`config.mk`:
```
export PLATFORM = sky130hd
export DESIGN_NAME = alu_seq
export DESIGN_NICKNAME = d
export VERILOG_FILES = /design/src/rtl/alu_seq.sv
export SDC_FILE = /design/constraint.sdc
export NUM_CORES = 1
export LEC_CHECK = 0
export BUFFER_PORTS_ARGS = -buffer_cell sky130_fd_sc_hd__buf_2
export CAP_MARGIN = 30
export CORE_MARGIN = 2
export CORE_UTILIZATION = 58
export DETAILED_ROUTE_END_ITERATION = 8
export PLACE_DENSITY = 0.78
export SLEW_MARGIN = 5
export SYNTH_ARGS = -nofsm -noshare
export SYNTH_HDL_FRONTEND = slang
export SYNTH_SLANG_ARGS = --single-unit
```
`constraint.sdc`:
```
create_clock -name clk -period 5.4 [get_ports clk]
set_input_delay 1.08 -clock clk [delete_from_list [all_inputs] [get_ports clk]]
set_output_delay 1.08 -clock clk [all_outputs]
set_load 0.02 [all_outputs]
```
`src/rtl/alu_seq.sv`:
```
// alu_seq -- command sequencer for the shared 8-bit ALU (ALU8).
//
// It accepts one operation at a time over a valid/ready command port and
// drives the single ALU8 instance it owns. Ops 0-7 go straight to ALU8 and
// take one execute cycle. MUL is repeated ADD. NEG is computed as 0 - a.
//
// Ports:
//   clk, rst_n            clock, asynchronous active-low reset
//   cmd_valid/cmd_ready   command handshake (cmd_ready high only in IDLE)
//   cmd_op[3:0]           0-7 ALU8 ops, 8 MUL, 9 NEG, 10-15 illegal
//   cmd_a, cmd_b [7:0]    operands
//   rsp_valid/rsp_ready   response handshake (rsp_valid high only in DONE)
//   rsp_result[7:0]       result byte
//   rsp_flags[3:0]        {n, z, v, c}
//   rsp_err               illegal opcode
//   busy                  high in every state except IDLE

package alu8_pkg;
  typedef enum logic [2:0] {
    ALU_ADD = 3'd0,
    ALU_INC = 3'd1,
    ALU_SUB = 3'd2,
    ALU_DEC = 3'd3,
    ALU_AND = 3'd4,
    ALU_OR  = 3'd5,
    ALU_XOR = 3'd6,
    ALU_NOT = 3'd7
  } alu_op_e;

  typedef enum logic [3:0] {
    OPC_MUL = 4'd8,
    OPC_NEG = 4'd9
  } seq_op_e;
endpackage

// ALU8 -- combinational 8-bit ALU.
//   a, b [7:0]  operands
//   op          operation (alu_op_e)
//   y [7:0]     result
//   n, z, v, c  negative, zero, signed overflow, carry
// ADD/INC: c is the carry out. SUB/DEC: c is the borrow (a < subtrahend).
// Logic ops clear v and c.
module ALU8
  import alu8_pkg::*;
(
  input  logic [7:0] a,
  input  logic [7:0] b,
  input  alu_op_e    op,
  output logic [7:0] y,
  output logic       n,
  output logic       z,
  output logic       v,
  output logic       c
);

  logic [8:0] sum;

  always_comb begin
    sum = '0;
    y   = '0;
    v   = 1'b0;
    c   = 1'b0;
    case (op)
      ALU_ADD: begin
        sum = {1'b0, a} + {1'b0, b};
        y   = sum[7:0];
        c   = sum[8];
        v   = (a[7] == b[7]) && (y[7] != a[7]);
      end
      ALU_INC: begin
        sum = {1'b0, a} + 9'd1;
        y   = sum[7:0];
        c   = sum[8];
        v   = (a == 8'h7F);
      end
      ALU_SUB: begin
        y = a - b;
        c = (a < b);
        v = (a[7] != b[7]) && (y[7] != a[7]);
      end
      ALU_DEC: begin
        y = a - 8'd1;
        c = (a == 8'h00);
        v = (a == 8'h80);
      end
      ALU_AND: y = a & b;
      ALU_OR:  y = a | b;
      ALU_XOR: y = a ^ b;
      ALU_NOT: y = ~a;
      default: y = '0;
    endcase
    n = y[7];
    z = (y == 8'h00);
  end

endmodule

module alu_seq
  import alu8_pkg::*;
(
  input  logic       clk,
  input  logic       rst_n,
  input  logic       cmd_valid,
  output logic       cmd_ready,
  input  logic [3:0] cmd_op,
  input  logic [7:0] cmd_a,
  input  logic [7:0] cmd_b,
  output logic       rsp_valid,
  input  logic       rsp_ready,
  output logic [7:0] rsp_result,
  output logic [3:0] rsp_flags,
  output logic       rsp_err,
  output logic       busy
);

  typedef enum logic [1:0] {
    IDLE = 2'd0,
    EXEC = 2'd1,
    MUL  = 2'd2,
    DONE = 2'd3
  } state_e;

  state_e     state, state_nxt;

  logic [3:0] op_r;
  logic [7:0] a_r, b_r;
  logic [7:0] acc, cnt;
  logic       csticky;
  logic       mul_first;
  logic [7:0] res_r;
  logic [3:0] flags_r;
  logic       err_r;

  logic [7:0] alu_a, alu_b, alu_y;
  alu_op_e    alu_op;
  logic       alu_n, alu_z, alu_v, alu_c;

  logic       cmd_legal_exec;
  assign cmd_legal_exec = (cmd_op <= 4'd7) || (cmd_op == OPC_NEG);

  ALU8 u_alu (
    .a  (alu_a),
    .b  (alu_b),
    .op (alu_op),
    .y  (alu_y),
    .n  (alu_n),
    .z  (alu_z),
    .v  (alu_v),
    .c  (alu_c)
  );

  // ALU operand/operation mux; MUL accumulates acc + a_r.
  always_comb begin
    alu_a  = acc;
    alu_b  = a_r;
    alu_op = ALU_ADD;
    if (state == EXEC) begin
      if (op_r == OPC_NEG) begin
        alu_a  = '0;
        alu_b  = a_r;
        alu_op = ALU_SUB;
      end else begin
        alu_a  = a_r;
        alu_b  = b_r;
        alu_op = alu_op_e'(op_r[2:0]);
      end
    end
  end

  always_comb begin
    state_nxt = state;
    case (state)
      IDLE: begin
        if (cmd_valid) begin
          if (cmd_legal_exec)        state_nxt = EXEC;
          else if (cmd_op == OPC_MUL) state_nxt = MUL;
          else                       state_nxt = DONE;
        end
      end
      EXEC:    state_nxt = DONE;
      MUL:     if (!mul_first && (cnt == 8'h00)) state_nxt = DONE;
      DONE:    if (rsp_ready) state_nxt = IDLE;
      default: state_nxt = IDLE;
    endcase
  end

  always_ff @(posedge clk or negedge rst_n) begin
    if (!rst_n) state <= IDLE;
    else        state <= state_nxt;
  end

  // The first MUL cycle performs no add, so a response lands b+2 edges
  // after accept (b=0 -> E2).
  always_ff @(posedge clk or negedge rst_n) begin
    if (!rst_n) begin
      op_r      <= '0;
      a_r       <= '0;
      b_r       <= '0;
      acc       <= '0;
      cnt       <= '0;
      csticky   <= 1'b0;
      mul_first <= 1'b0;
      res_r     <= '0;
      flags_r   <= '0;
      err_r     <= 1'b0;
    end else begin
      case (state)
        IDLE: begin
          if (cmd_valid) begin
            op_r <= cmd_op;
            a_r  <= cmd_a;
            b_r  <= cmd_b;
            if (cmd_op == OPC_MUL) begin
              acc       <= '0;
              cnt       <= cmd_b;
              csticky   <= 1'b0;
              mul_first <= 1'b1;
            end else if (!cmd_legal_exec) begin
              res_r   <= '0;
              flags_r <= '0;
              err_r   <= 1'b1;
            end
          end
        end
        EXEC: begin
          res_r   <= alu_y;
          flags_r <= {alu_n, alu_z, alu_v, alu_c};
          err_r   <= 1'b0;
        end
        MUL: begin
          if (mul_first) begin
            mul_first <= 1'b0;
          end else if (cnt != 8'h00) begin
            acc     <= alu_y;
            csticky <= csticky | alu_c;
            cnt     <= cnt - 8'd1;
          end else begin
            res_r   <= acc;
            flags_r <= {acc[7], (acc == 8'h00), 1'b0, csticky};
            err_r   <= 1'b0;
          end
        end
        default: ;
      endcase
    end
  end

  assign cmd_ready  = (state == IDLE);
  assign rsp_valid  = (state == DONE);
  assign busy       = (state != IDLE);
  assign rsp_result = res_r;
  assign rsp_flags  = flags_r;
  assign rsp_err    = err_r;

endmodule

```
==> results of run 1 <==
-- synth_stat cells (3+ instances only) --
cell type	number
nand2b_1	8
nand4_1	4
dfrtp_1	52
nor3_1	8
mux2_2	27
or2_2	3
or3_1	4
a21o_1	6
nand3b_1	3
buf_2	7
xnor2_1	13
a22o_1	7
o211ai_1	3
ha_1	32
nor4_1	3
o221ai_1	7
nor3b_1	3
o22ai_1	14
nor2_1	44
o21ai_0	34
o31ai_1	4
a211oi_1	7
nand4b_1	4
a221o_1	6
o2bb2ai_1	3
clkbuf_1	20
a2111oi_0	3
nand2_1	41
nand3_1	17
a2bb2oi_1	3
inv_1	38
nor2b_1	6
a211o_1	5
a21oi_1	34
a31oi_1	3
o21bai_1	4
-- logic make-up after synthesis --
group / count (synthesis)
AOI/OAI and AO/OA: 167
xor gates and xnor gates: 15
DFF: 52
adders and majority gates: 34
buffers and inverters: 71
and+or+nand+nor: 157
muxes: 29
-- layer usage --
| layer | track usage, % | up-vias |
|---|---|---|
| met3 | 4.979 | 28 |
| met4 | 9.975 | 0 |
| li1 | - | 1965 |
| met5 | 0 | - |
| met1 | 45.14 | 2028 |
| met2 | 46.94 | 230 |
-- state kept, by name, indices dropped and copies added (netlist names) --
register,count
a_r,8
acc,8
b_r,8
cnt,8
csticky,1
mul_first,1
op_r,4
rsp_err,1
rsp_flags,3
rsp_result,8
state,2
-- cell type report --
class / count / area [um2] / area share (%)
clock buffer: 5 / 68.82 / 1.450
clock inverter: 2 / 12.51 / 0.2636
inverter: 40 / 152.6 / 3.216
multi-input combinational: 402 / 2839 / 59.82
sequential: 52 / 1301 / 27.42
tap: 99 / 123.9 / 2.610
timing repair buffer: 46 / 247.7 / 5.220
-- worst paths after layout --
kind	startpoint	end	slack, ns
max in group asynchronous	rst_n	op_r[3]	4.07
hold reg to reg	rsp_err	rsp_err	0.48
hold / removal	rsp_err	rsp_err	0.48
setup reg to reg	op_r[3]	rsp_flags[1]	1.14
setup / recovery	op_r[3]	rsp_flags[1]	1.14
min in group asynchronous	rst_n	rsp_flags[1]	0.87
-- worst reg2reg max path: cells and delay by family, from the launching register on --
family                     cells  cell delay (ns)
adders and majority gates      1             0.30
buffers and inverters          1             0.11
and+or+nand+nor                4             1.15
xor gates and xnor gates       1             0.20
DFF                            1             0.43
AOI/OAI and AO/OA              7             1.97
-- per-stage QoR --
stage	setup slack (ns)	utilization [%]	instance area (um2)	instances
after floorplan	1.574	-	4437	525
after global placement	1.388	63.63	4664	639
after detailed placement	1.233	63.63	4664	639
after CTS	1.196	64.74	4746	646
after global routing	0.8568	64.74	4746	646
final	1.143	64.74	4746	646
==> metrics.txt, run 1 <==
status finished, final reports clean; mux contribution to synthesized area 7.304%; Skew-Pair Late Insertion Delay 0.31 ns; Core ar. 7331 um2; Mean Syn Cell Area 8.451 um2; htree depth 2; first-pass GRT wire length 20.46 mm; grt ovf 0; GP Congestion 1.009; Starting Density 60.52%; Clock Tree Buf Depth 2; worst min path class flop to flop; area grow syn2layout 6.966%; Vias/cell 6.580; Post-Syn Instances 525; Cell Area, Synth 4437 um2; Cell Chain, Critical Path and4bb_1 -> nor2_4 -> nor2_1 -> a21o_1 -> inv_1 -> ha_1 -> a21o_1 -> a21oi_1 -> o21ai_0 -> o41ai_1 -> xnor2_1 -> nor3_1 -> a311o_1 -> a22o_1; xor/xnor cell area share of the yosys netlist 2.961%; final hold violations 0; vias 4251; slowest CP cell and4bb_1; Crit path required time 5.60 ns; Worst Path Max Fanout 16; crit-path leading delay family compound AO/OA/AOI/OAI gates; Routed Antenna Nets 0; hold slack about 0.48 ns; root buffer selected by CTS clkbuf_8; ANT cells 0; initial antenna violation count 0; IO buf count 39; ys flop type dfrtp_1; Synth Register Bits 52; RSZ-0062 raised after global routing false; Critical Path Max Stage Delay 0.73 ns; DRT Pass-1 Iters 6; sequential cell area fraction in the yosys report 29.33%; commonest non-fill, non-tap cell in the layout dfrtp_1; Num Clock Sinks 52; total track usage 30.98%; die area 8365 um2; crit path kind flop to flop; Simple-Gate Fraction of Synth Area 17.51%; Hold Path Stages 2; Layout Nets 605; asr flop ratio synth 100.0%; final worst path period share 78.83%; Post-synth EDFFs 0; main combinational cell family by area after synthesis compound AO/OA/AOI/OAI gates; largest net degree at the start of global routing between 50 and 60; fraction of the mapped netlist area in adder cells 9.927%; leading area contributor after synthesis dfrtp_1; CP arrival 4.46 ns; cell count of the worst reg-to-reg path 14; Syn Nets 583; Tmin final 4.257 ns; largest cells by area after synthesis dfrtp_1 29%, ha_1 9.0%, mux2_2 6.9%; Synthesis Warnings 0; Slew Limit Fails 0; I/O pin count 40; Clock transition at path regs about 0.090 ns; fill cell count 645; critical path depth 14; final setup fails 0; Critical path buffers and inverters 1; DR WL/cell about 20 um; share of layout cells above drive strength 1 ~17%; routed wl met2 5.697 mm; # resized after CTS 0; Synth cell types 70; post-CTS setup buffer count 0; setup TNS 0 ns; commonest cells after routing, fill and taps aside 52 x dfrtp_1, 44 x nor2_1, 41 x nand2_1; Max Clock Freq 234.9 MHz; CTS tree done; Top Layer Used met4; max_cap viols 0; share of the synthesized area in the top cell type 29.33%; CP endpoint kind flop; Synth Area in Compound Gates a little over a quarter; vias in the first global route ~3900; First DRT Iteration DRCs 552; row cnt 31; wl on met1 approximately 5.7 mm; worst-margin pin slew 0.9120 ns; WL met3 1.000 mm; slew margin rel. 37.63%; CTS Hold Bufs 0; CP most frequent cell a21o_1; CP Launch Type flop; DIE WIDTH around 90 um; CTS Buf Count 5; DR DRC count 0; total wire length 12.70 mm; skew final around 0.011 ns; Die H 91.46 um; post-DP HPWL 9.779 mm
Power of run 1 is left out: the tool's default activity adds up to more than one toggle a clock period on the data nets, which glitch-free logic cannot reach.
==> run 2, diff against run 1 <==
--- a/config.mk
+++ b/config.mk
@@ -8,7 +8,7 @@
 export BUFFER_PORTS_ARGS = -buffer_cell sky130_fd_sc_hd__buf_2
 export CAP_MARGIN = 30
 export CORE_MARGIN = 2
-export CORE_UTILIZATION = 58
+export CORE_UTILIZATION = 55
 export DETAILED_ROUTE_END_ITERATION = 8
 export PLACE_DENSITY = 0.78
 export SLEW_MARGIN = 5
==> constraint.sdc (replaced) <==
create_clock -name clk -period 3.55 [get_ports clk]
set_input_delay 0.71 -clock clk [delete_from_list [all_inputs] [get_ports clk]]
set_output_delay 0.71 -clock clk [all_outputs]
set_load 0.02 [all_outputs]
==> metrics.txt, run 2 (synthesis results as in run 1) <==
final hold violations 0; Clock transition at path regs 0.10 ns; commonest cells after routing, fill and taps aside 52 x dfrtp_1, 44 x nor2_1, 41 x nand2_1, 41 x buf_4, 39 x buf_2; status finished, final reports clean; First DRT Iteration DRCs approximately 430; row cnt 32; r2r startpoint state[1]; grt ovf 0; Worst Path Max Fanout 8; first-pass GRT wire length 21.88 mm; Layout Utilization 67.75%; die area 8801 um2; Min-Delay Endpoint rsp_result[3]; Tmin final 3.418 ns; Global Route met3 Usage 6.260%; DR WL/cell between 20 and 25 um; Hold Path Stages 2; GP Congestion roughly 1.0; Slew Limit Fails 0; ANT cells 0; CP endpoint kind flop; Reg2Reg Setup Slack between 0.1 and 0.15 ns; IO buf count 39; area of the multi-input gates 3049 um2; GR Layer Usage met1 between 40% and 50%; GRT met2 Usage 51.43%; fill cell count 671; Routed Antenna Nets 0; vias in the first global route 4189; area grow syn2layout 18.61%; Crit path required time 3.76 ns; DR DRC count 0; hold slack slightly below 0.5 ns; cell count of the worst reg-to-reg path 16; Reg area between 1000 and 1500 um2; Num Clock Sinks 52; skew final around 0.01 ns; DIE WIDTH around 94 um; DRT Pass-1 Iters 6; slew margin rel. between 40 and 50%; CP arrival approximately 3.6 ns; RR Endpoint rsp_flags[2]; initial antenna violation count 0; total wire length 14.00 mm; Starting Density 57.12%; Skew-Pair Late Insertion Delay 0.30 ns; largest net degree at the start of global routing 39; Max Clock Freq 292.6 MHz; gr busiest metal met2; Post-Layout Cell Count 686; share of layout cells above drive strength 1 27.23%; final setup fails 0; Layout Nets 641; vias 4428; Core ar. 7767 um2; worst-margin pin slew 0.8495 ns; CTS Buf Count 5; total track usage 32.00%; final worst path period share roughly 96%; CTS tree done; max_cap viols 0; Cells after DPL roughly 670; commonest non-fill, non-tap cell in the layout dfrtp_1; Clock Tree Buf Depth 2; Vias/cell 6.455; post-DP HPWL 10.77 mm; I/O pin count 40; Min-Delay Startpoint rsp_result[3]; root buffer selected by CTS clkbuf_8; worst min path class flop to flop; Die H 93.82 um; crit path kind flop to flop; htree depth 2; CP Launch Type flop
## run 2: cell type report
type                            instances  share of cell area [%]
Clock inverter                          2                  0.2853
Sequential cell                        52                   24.73
Inverter                               40                   2.901
Tap cell                              102                   2.425
Clock buffer                            6                   1.569
Timing Repair Buffer                   82                   10.15
Multi-Input combinational cell        402                   57.94
## run 2: worst max path at each step
stage                         from            to  slack (ns)  cells past startpoint
after floorplan            op_r[0]  rsp_flags[2]        0.02                     16
after global placement    state[1]       csticky       -0.06                     16
after detailed placement  state[1]       csticky       -0.06                     16
after CTS                 state[1]  rsp_flags[0]       0.003                     14
after global routing      state[1]  rsp_flags[2]       -0.03                     16
final                     state[1]  rsp_flags[2]        0.13                     16
## run 2: stage by stage
stage,setup TNS (ns),worst slack [ns],area (um2)
6_report,0,0.1319,5263
4_1_cts,0,0.003259,5034
3_3_place_gp,-0.05901,-0.05901,4923
2_1_floorplan,0,0.01813,4464
3_5_place_dp,-0.06148,-0.06148,4923
5_1_grt,-0.02794,-0.02794,5263
## run 2: worst max-delay path, stage by stage (launching register included)
cell and delay, ns:
dfrtp_1 0.40, inv_2 0.08, ha_4 0.14, inv_1 0.07
nor2_4 0.22, mux2_4 0.24, ha_2 0.18, inv_1 0.06
fa_2 0.43, a21oi_4 0.17, o21bai_4 0.08, nor2_1 0.15
xnor2_1 0.16, o22ai_1 0.11, o32ai_2 0.40, o2111ai_2 0.19
o31ai_2 0.24
## run 2: metal layers
metal  vias up  part of all wire (%)
met5         -                     0
met4         0                   2.6
met3        39                   8.5
met2       241                    47
met1      2122                    41
li1       2026                     -
## run 2: timing repair
item | CTS | global route
hold buffers | 0 | 0
setup buffers | 0 | 6
gates resized for setup | 3 | 38
pin swaps | 2 | 17
setup endpoints to repair | 4 | 12
Power of run 2 is left out for the same reason.
==> run 3, diff against run 2 <==
--- a/config.mk
+++ b/config.mk
@@ -9,8 +9,10 @@
 export CAP_MARGIN = 30
 export CORE_MARGIN = 2
 export CORE_UTILIZATION = 55
+export CTS_CLUSTER_DIAMETER = 50
 export DETAILED_ROUTE_END_ITERATION = 8
 export PLACE_DENSITY = 0.78
+export RECOVER_POWER = 100
 export SLEW_MARGIN = 5
 export SYNTH_ARGS = -nofsm -noshare
 export SYNTH_HDL_FRONTEND = slang
==> metrics.txt, run 3 (synthesis results as in run 1) <==
status finished with violations; failing checks capacitance limit, slew limit; DRT Pass-1 Iters 6; root buffer selected by CTS clkbuf_8; CP most frequent cell inv_1; post-DP HPWL 10.77 mm; Min-Delay Startpoint rsp_result[3]; CTS tree done; CP endpoint kind flop; row cnt 32; r2r startpoint state[1]; Crit path required time approximately 3.7 ns; worst-margin pin slew roughly 2 ns; Max Clock Freq roughly 290 MHz; Post-Layout Cell Count 686; hold slack ~0.49 ns; commonest non-fill, non-tap cell in the layout dfrtp_1; wl on met1 5.934 mm; crit path kind flop to flop; Tmin final 3.446 ns; die area around 8800 um2; Clock transition at path regs approximately 0.1 ns; Worst Path Max Fanout 8; skew final between 0.008 and 0.009 ns; area of the multi-input gates 3042 um2; final worst path period share 97.06%; IO buf count 39; Reg2Reg Setup Slack 0.10 ns; DIE WIDTH 93.82 um; Top Layer Used met4; final hold violations 0; crit-path leading delay family compound AO/OA/AOI/OAI gates; Num Clock Sinks 52; Cell Chain, Critical Path inv_2 -> ha_4 -> inv_1 -> nor2_4 -> mux2_4 -> ha_2 -> inv_1 -> fa_2 -> a21oi_4 -> o21bai_4 -> nor2_1 -> xnor2_1 -> o22ai_1 -> o32ai_2 -> clkbuf_4 -> buf_4 -> o221ai_1; fill cell count 690; CP arrival about 3.6 ns; ANT cells 0; largest net degree at the start of global routing 39; area grow syn2layout 17.54%; DR DRC count 0; routed wl met2 6.601 mm; DR WL/cell ~20 um; RR Endpoint rsp_result[4]; Critical Path Max Stage Delay between 0.4 and 0.5 ns; Vias/cell 6.488; Core ar. about 8000 um2; Slew Limit Fails 39; Clock Tree Buf Depth 2; vias in the first global route approximately 4200; Routed Antenna Nets 0; Min-Delay Endpoint rsp_result[3]; vias 4451; Cells after DPL approximately 670; CTS Buf Count 5; total track usage 32.00%; I/O pin count 40; final setup fails 0; first-pass GRT wire length 21.88 mm; Reg area 1301 um2; worst min path class flop to flop; initial antenna violation count 0; cell count of the worst reg-to-reg path 17; Starting Density 57.12%; Hold Path Stages 2; share of layout cells above drive strength 1 22.95%; GP Congestion 1.042; grt ovf 0; Skew-Pair Late Insertion Delay 0.30 ns; CP Launch Type flop; slew margin rel. -33.85%; Critical path buffers and inverters 5; slowest CP cell fa_2; htree depth 2; max_cap viols 1; Layout Nets ~640; Die H between 90 and 100 um; total wire length 14.07 mm; WL met3 around 1.1 mm; commonest cells after routing, fill and taps aside 52 x dfrtp_1, 44 x nor2_1, 41 x nand2_1; First DRT Iteration DRCs 426
## run 3: cell types whose count changed in the layout (fill, tap and decap cells not counted), sizes merged
cell	change
buf	-24
clkbuf	+24
## run 3: area by class of cell
cell class	count	area share [%]
repair buffers	82	9.477
clock buffers	6	1.583
flip-flops and latches	52	24.95
inverters	40	2.927
multi-input cells	402	58.33
clock inverters	2	0.2879
well taps	102	2.447
## run 3: tightest hold or removal path: cells and delay by family (launching register included)
kind | cells | cell delay, ns
flops | 1 | 0.35
compound gates | 1 | 0.06
simple gates | 1 | 0.05
## run 3: through the flow
step                      utilization (%)  setup TNS [ns]  setup WS (ns)  instance area [um2]
after detailed placement            63.39        -0.06148       -0.06148                 4923
after global routing                67.14        -0.05724       -0.03282                 5215
final                               67.14               0         0.1044                 5215
after floorplan                         -               0        0.01813                 4464
after global placement              63.39        -0.05901       -0.05901                 4923
after CTS                           64.80               0       0.003259                 5034
## run 3: worst max path at each step
stage | start | end | slack (ns) | cells after the start
2_1_floorplan | op_r[0] | rsp_flags[2] | 0.02 | 16
3_3_place_gp | state[1] | csticky | -0.06 | 16
3_5_place_dp | state[1] | csticky | -0.06 | 16
4_1_cts | state[1] | rsp_flags[0] | 0.003 | 14
5_1_grt | state[1] | rsp_result[4] | -0.03 | 17
6_report | state[1] | rsp_result[4] | 0.10 | 17
## run 3: repair_timing
item / in CTS / in global routing
setup buffers: 0 / 6
endpoints found under the setup margin: 4 / 12
gates resized for setup: 3 / 38
hold buffers: 0 / 0
endpoints found under the hold margin: 0 / 0
pin swaps: 2 / 17
## run 3: routing by layer
layer  vias to the layer above  global-route usage (%)
li1                       2029                       -
met1                      2142                   43.12
met2                       237                   51.43
met3                        43                   6.260
met4                         0                   10.87
met5                         -                       0
Power of run 3 is left out for the same reason.
